--- src/rtl/mult_seq_32.sv ---
// rtl/mult_seq_32.sv - sequential unsigned 32x32 shift-add multiplier with HI/LO result
//
// full_adder_32: 32-bit ripple adder built from eight 4-bit stages.
//   A, B  in  32  addends
//   C_I   in  1   carry in
//   S     out 32  sum
//   C_O   out 1   carry out
//
// mult_seq_32: runs one shared full_adder_32 through 32 shift-add iterations.
//   clk     in  1   rising-edge clock
//   reset   in  1   synchronous active-high reset
//   start   in  1   request, sampled when not busy
//   mcand   in  32  multiplicand, sampled with start
//   mplier  in  32  multiplier, sampled with start
//   busy    out 1   operation in progress
//   done    out 1   one-cycle completion pulse
//   hi      out 32  product[63:32]
//   lo      out 32  product[31:0]

module full_adder_32 (
  input  logic [31:0] A,
  input  logic [31:0] B,
  input  logic        C_I,
  output logic [31:0] S,
  output logic        C_O
);

  logic [8:0] c;

  assign c[0] = C_I;
  assign C_O  = c[8];

  for (genvar g = 0; g < 8; g++) begin : g_stage
    assign {c[g+1], S[4*g+3:4*g]} = {1'b0, A[4*g+3:4*g]} + {1'b0, B[4*g+3:4*g]} + {4'b0, c[g]};
  end

endmodule

module mult_seq_32 (
  input  logic        clk,
  input  logic        reset,
  input  logic        start,
  input  logic [31:0] mcand,
  input  logic [31:0] mplier,
  output logic        busy,
  output logic        done,
  output logic [31:0] hi,
  output logic [31:0] lo
);

  typedef enum logic [1:0] {
    IDLE = 2'd0,
    RUN  = 2'd1,
    DONE = 2'd2
  } state_t;

  state_t      state;
  state_t      next_state;

  logic [31:0] m_reg;
  logic [63:0] p_reg;
  logic [4:0]  cnt;

  logic        accept;
  logic        step;
  logic        finish;

  logic [31:0] add_b;
  logic [31:0] add_s;
  logic        add_co;
  logic [63:0] p_next;

  // Multiplier bits are consumed from p_reg[0]; the partial sum lives in the
  // upper half and the adder carry becomes its new top bit after the shift.
  assign add_b  = p_reg[0] ? m_reg : 32'h0;
  assign p_next = {add_co, add_s, p_reg[31:1]};

  full_adder_32 u_adder (
    .A   (p_reg[63:32]),
    .B   (add_b),
    .C_I (1'b0),
    .S   (add_s),
    .C_O (add_co)
  );

  always_ff @(posedge clk) begin
    if (reset) begin
      state <= IDLE;
    end else begin
      state <= next_state;
    end
  end

  always_comb begin
    next_state = state;
    case (state)
      IDLE:    next_state = start ? RUN : IDLE;
      RUN:     next_state = (cnt == 5'd31) ? DONE : RUN;
      DONE:    next_state = start ? RUN : IDLE;
      default: next_state = IDLE;
    endcase
  end

  always_comb begin
    busy   = (state == RUN);
    done   = (state == DONE);
    accept = start && ((state == IDLE) || (state == DONE));
    step   = (state == RUN);
    finish = (state == RUN) && (cnt == 5'd31);
  end

  always_ff @(posedge clk) begin
    if (reset) begin
      m_reg <= 32'h0;
      p_reg <= 64'h0;
      cnt   <= 5'd0;
      hi    <= 32'h0;
      lo    <= 32'h0;
    end else if (accept) begin
      m_reg <= mcand;
      p_reg <= {32'h0, mplier};
      cnt   <= 5'd0;
    end else if (step) begin
      p_reg <= p_next;
      cnt   <= cnt + 5'd1;
      // Result registers are published straight from the last adder pass so
      // hi/lo stay frozen for the whole run.
      if (finish) begin
        hi <= p_next[63:32];
        lo <= p_next[31:0];
      end
    end
  end

endmodule

--- config.mk ---
export PLATFORM = sky130hd
export DESIGN_NAME = mult_seq_32
export DESIGN_NICKNAME = d
export VERILOG_FILES = /design/src/rtl/mult_seq_32.sv
export SDC_FILE = /design/constraint.sdc
export NUM_CORES = 1
export LEC_CHECK = 0
export CAP_MARGIN = 20
export CORE_ASPECT_RATIO = 0.5
export CORE_MARGIN = 2
export CORE_UTILIZATION = 25
export DETAILED_ROUTE_END_ITERATION = 7
export SETUP_SLACK_MARGIN = 0.3
export SLEW_MARGIN = 10
export SYNTH_ARGS = -nofsm -noshare
export SYNTH_HDL_FRONTEND = slang
export SYNTH_SLANG_ARGS = --single-unit
--- constraint.sdc ---
create_clock -name clk -period 11.5 [get_ports clk]
set_clock_uncertainty 0.2 [all_clocks]
set_input_delay 2.3 -clock clk [delete_from_list [all_inputs] [get_ports clk]]
set_output_delay 2.3 -clock clk [all_outputs]
set_load 0.05 [all_outputs]
==> impl_metrics.ini <==
[status]
status = finished clean

[sta]
hold_violations = 0
min_period_ns = 10.03
finalMaxSlewViolations = 0
fmax_ghz = 0.0997
rsz0062_at_grt = no
postLayoutSetupSlackWorst_ns = 1.47
min_period_over_period = 0.873
worstMarginPinSlew_ns = 0.985
fin_tns_setup_ns = 0
hold_slack_ns = 0.251
relSlewSlack = 0.343
setup_viol = 0

[placement]
dpl_worst_slack_ns = 1.49
portBuffers = 132
dp.cells = 1316
dpl.hpwl_mm = 13.1
gp_congestion = 0.802

[floorplan]
core_mm2 = 0.0280
rows = 43
die-area_mm2 = 0.0302
die_h_um = 124
io_pins = 133
die_w_um = 244
start_util = 0.257

[critical_path]
worstRegToRegCells = 36
arrival_ns = 10.09
path_max_fanout = 31
max_stage_delay_ns = 0.42
r2r-start = p_reg[0]
rrSetupSlack_ns = 1.47
worst_path_most_repeated_cell = a21o_1
r2r_end = hi[31]
worstSetupStartpoint = p_reg[0]
critPathLaunchType = flip-flop
critPathCapture = hi[31]
worst_setup_path_end_kind = flip-flop
cp.required_ns = 11.55
critPathSlowestCell = fa_1
critical_path_class = flip-flop to flip-flop

[logic_synthesis]
async_reset_ff_frac = 0
synth_area_mm2 = 0.00719
yosysTopAreaCell = dfxtp_1
synth_edf_count = 0
synth_top_area_frac = 0.465
synth_nets = 965
yosysSeqAreaShare = 0.465
syn_avg_cell_area_um2 = 8.40
synth_common_cells = nand2_1, dfxtp_1, a21oi_1
post_synth_num_cell_types = 31
synth-seq-cells = 167
yosys-top-cells-area = dfxtp_1, nand2_1, a21oi_1
ys.flop_type = dfxtp_1
yosysWarnings = 0
synthCells = 856
yosysMostFrequentCell = nand2_1

[power_and_ir_drop]
cellPowerDensity_mw_per_mm2 = 138
ir_drop_uv = 87.8
p_int_mw = 0.954
pwr-share-clk = 0.430
p_seq_frac = 0.478
power_switching_mw = 0.335
leakagePower_nw = 3.59
power_frac_comb = 0.093
p_sw_frac = 0.260

[cells_and_area]
largest_reg_flops = 64
nFillCells = 2933
layout.cells.non_filler = 1349
diodes = 0
finalNetCount = 1063
synthToLayoutAreaGrowth_pct = 30.1
drive_gt1_frac = 0.0507

[clock_tree]
cts_hold_buf = 0
htree_num_levels = 4
clock-root-buffer = clkbuf_16
numCtsBuffers = 17
clock_sinks = 167
tritoncts = built
post_cts_buffers = 0
cts_resized = 0
clk_latency_ns = 0.42
clock_path_buffers = 2
clk_pin_slew_worst_paths_ns = 0.07

[global_route]
grt_overflow = 0
antenna_found_initial = 0
grt_pass1_wl_mm = 31.2
grt_max_degree = 91
grt.total_usage = 0.130
grt_pass1_vias = 6182

[drt]
routedWlPerCell_um = 14.5
drc = 0
num_vias = 6196
drtPass1Iterations = 4
drt_iter0_markers = 323
drt-total-wl_mm = 19.6
antenna_left = 0
routed_via_density = 4.59

[worst_hold_path]
hp-class = flip-flop to flip-flop
whs_path_depth = 2

[flow_run]
maxCapViolCount = 0
-- worst max-delay path, delay by kind of cell, from the launching register on --
| kind | cells | cell delay [ns] |
|---|---|---|
| buf+inv | 3 | 0.43 |
| fa+ha+maj | 15 | 5.76 |
| simple gates | 1 | 0.18 |
| flops | 1 | 0.35 |
| compound gates | 17 | 2.93 |
-- layout by cell type (no fill, tap or decap), types with 2 or more instances in the layout --
cell type and instances:
xor2_1 2, nand2_1 204, dfxtp_1 167, a21oi_1 106, inv_6 6, a21o_1 23, and2_1 31, inv_1 4
clkdlybuf4s50_1 131, xnor2_1 9, or4_1 16, clkinv_4 4, fa_1 15, nand2b_2 2, o22ai_1 32, nand4_1 17
clkinvlp_4 2, a211oi_1 17, nor2_1 56, nor3_1 32, nand3_1 16, o211ai_1 8, buf_4 10, ha_1 27
clkbuf_16 17
-- final cells by class --
| cell class | instances | area (um2) | share of cell area |
|---|---|---|---|
| Sequential cell | 167 | 3340 | 0.358 |
| Multi-Input combinational cell | 620 | 3530 | 0.377 |
| Clock buffer | 18 | 429 | 0.0459 |
| Inverter | 6 | 22.5 | 0.00241 |
| Timing Repair Buffer | 142 | 1410 | 0.151 |
| Tap cell | 382 | 478 | 0.0511 |
| Clock inverter | 14 | 138 | 0.0147 |
-- layer usage --
metal  global-route usage  vias to the layer above  routed length [um]
met5                    0                        -                   0
met4               0.0419                        0                 284
met3               0.0291                       14                 572
met2                0.228                       80                9760
met1                0.159                     2974                8990
li1                     -                     3128                   -
-- power groups by stage --
stage / Combinational [mW] / Clock [mW] / Sequential (mW)
6_report: 0.120 / 0.554 / 0.616
5_1_grt: 0.133 / 0.589 / 0.618
4_1_cts: 0.119 / 0.566 / 0.615
3_5_place_dp: 0.118 / 0 / 0.628
3_3_place_gp: 0.117 / 0 / 0.627
2_1_floorplan: 0.0751 / 0 / 0.624
-- worst min-delay path by stage --
stage / start / to
6_report: m_reg[2] / m_reg[2]
5_1_grt: lo[17] / lo[17]
4_1_cts: m_reg[4] / m_reg[4]
3_5_place_dp: m_reg[4] / m_reg[4]
3_3_place_gp: lo[2] / lo[2]
2_1_floorplan: m_reg[0] / m_reg[0]
-- metrics by stage --
step                 util  instance area (um2)  total power [mW]
finish              0.334                 9350              1.29
global route        0.334                 9350              1.34
CTS                 0.333                 9320              1.30
detailed placement  0.313                 8760             0.746
global placement    0.313                 8760             0.744
floorplan               -                 7190             0.699
-- cell families (layout without fill, tap and decap cells) --
family	count (synthesis)	in the layout	share of synthesized area
simple gates	380	380	0.235
compound gates	187	187	0.152
flops	167	167	0.465
buf+inv	69	180	0.0458
fa+ha+maj	42	42	0.0888
xor+xnor	11	11	0.0134
No activity file was read; power rests on OpenSTA's default activity.
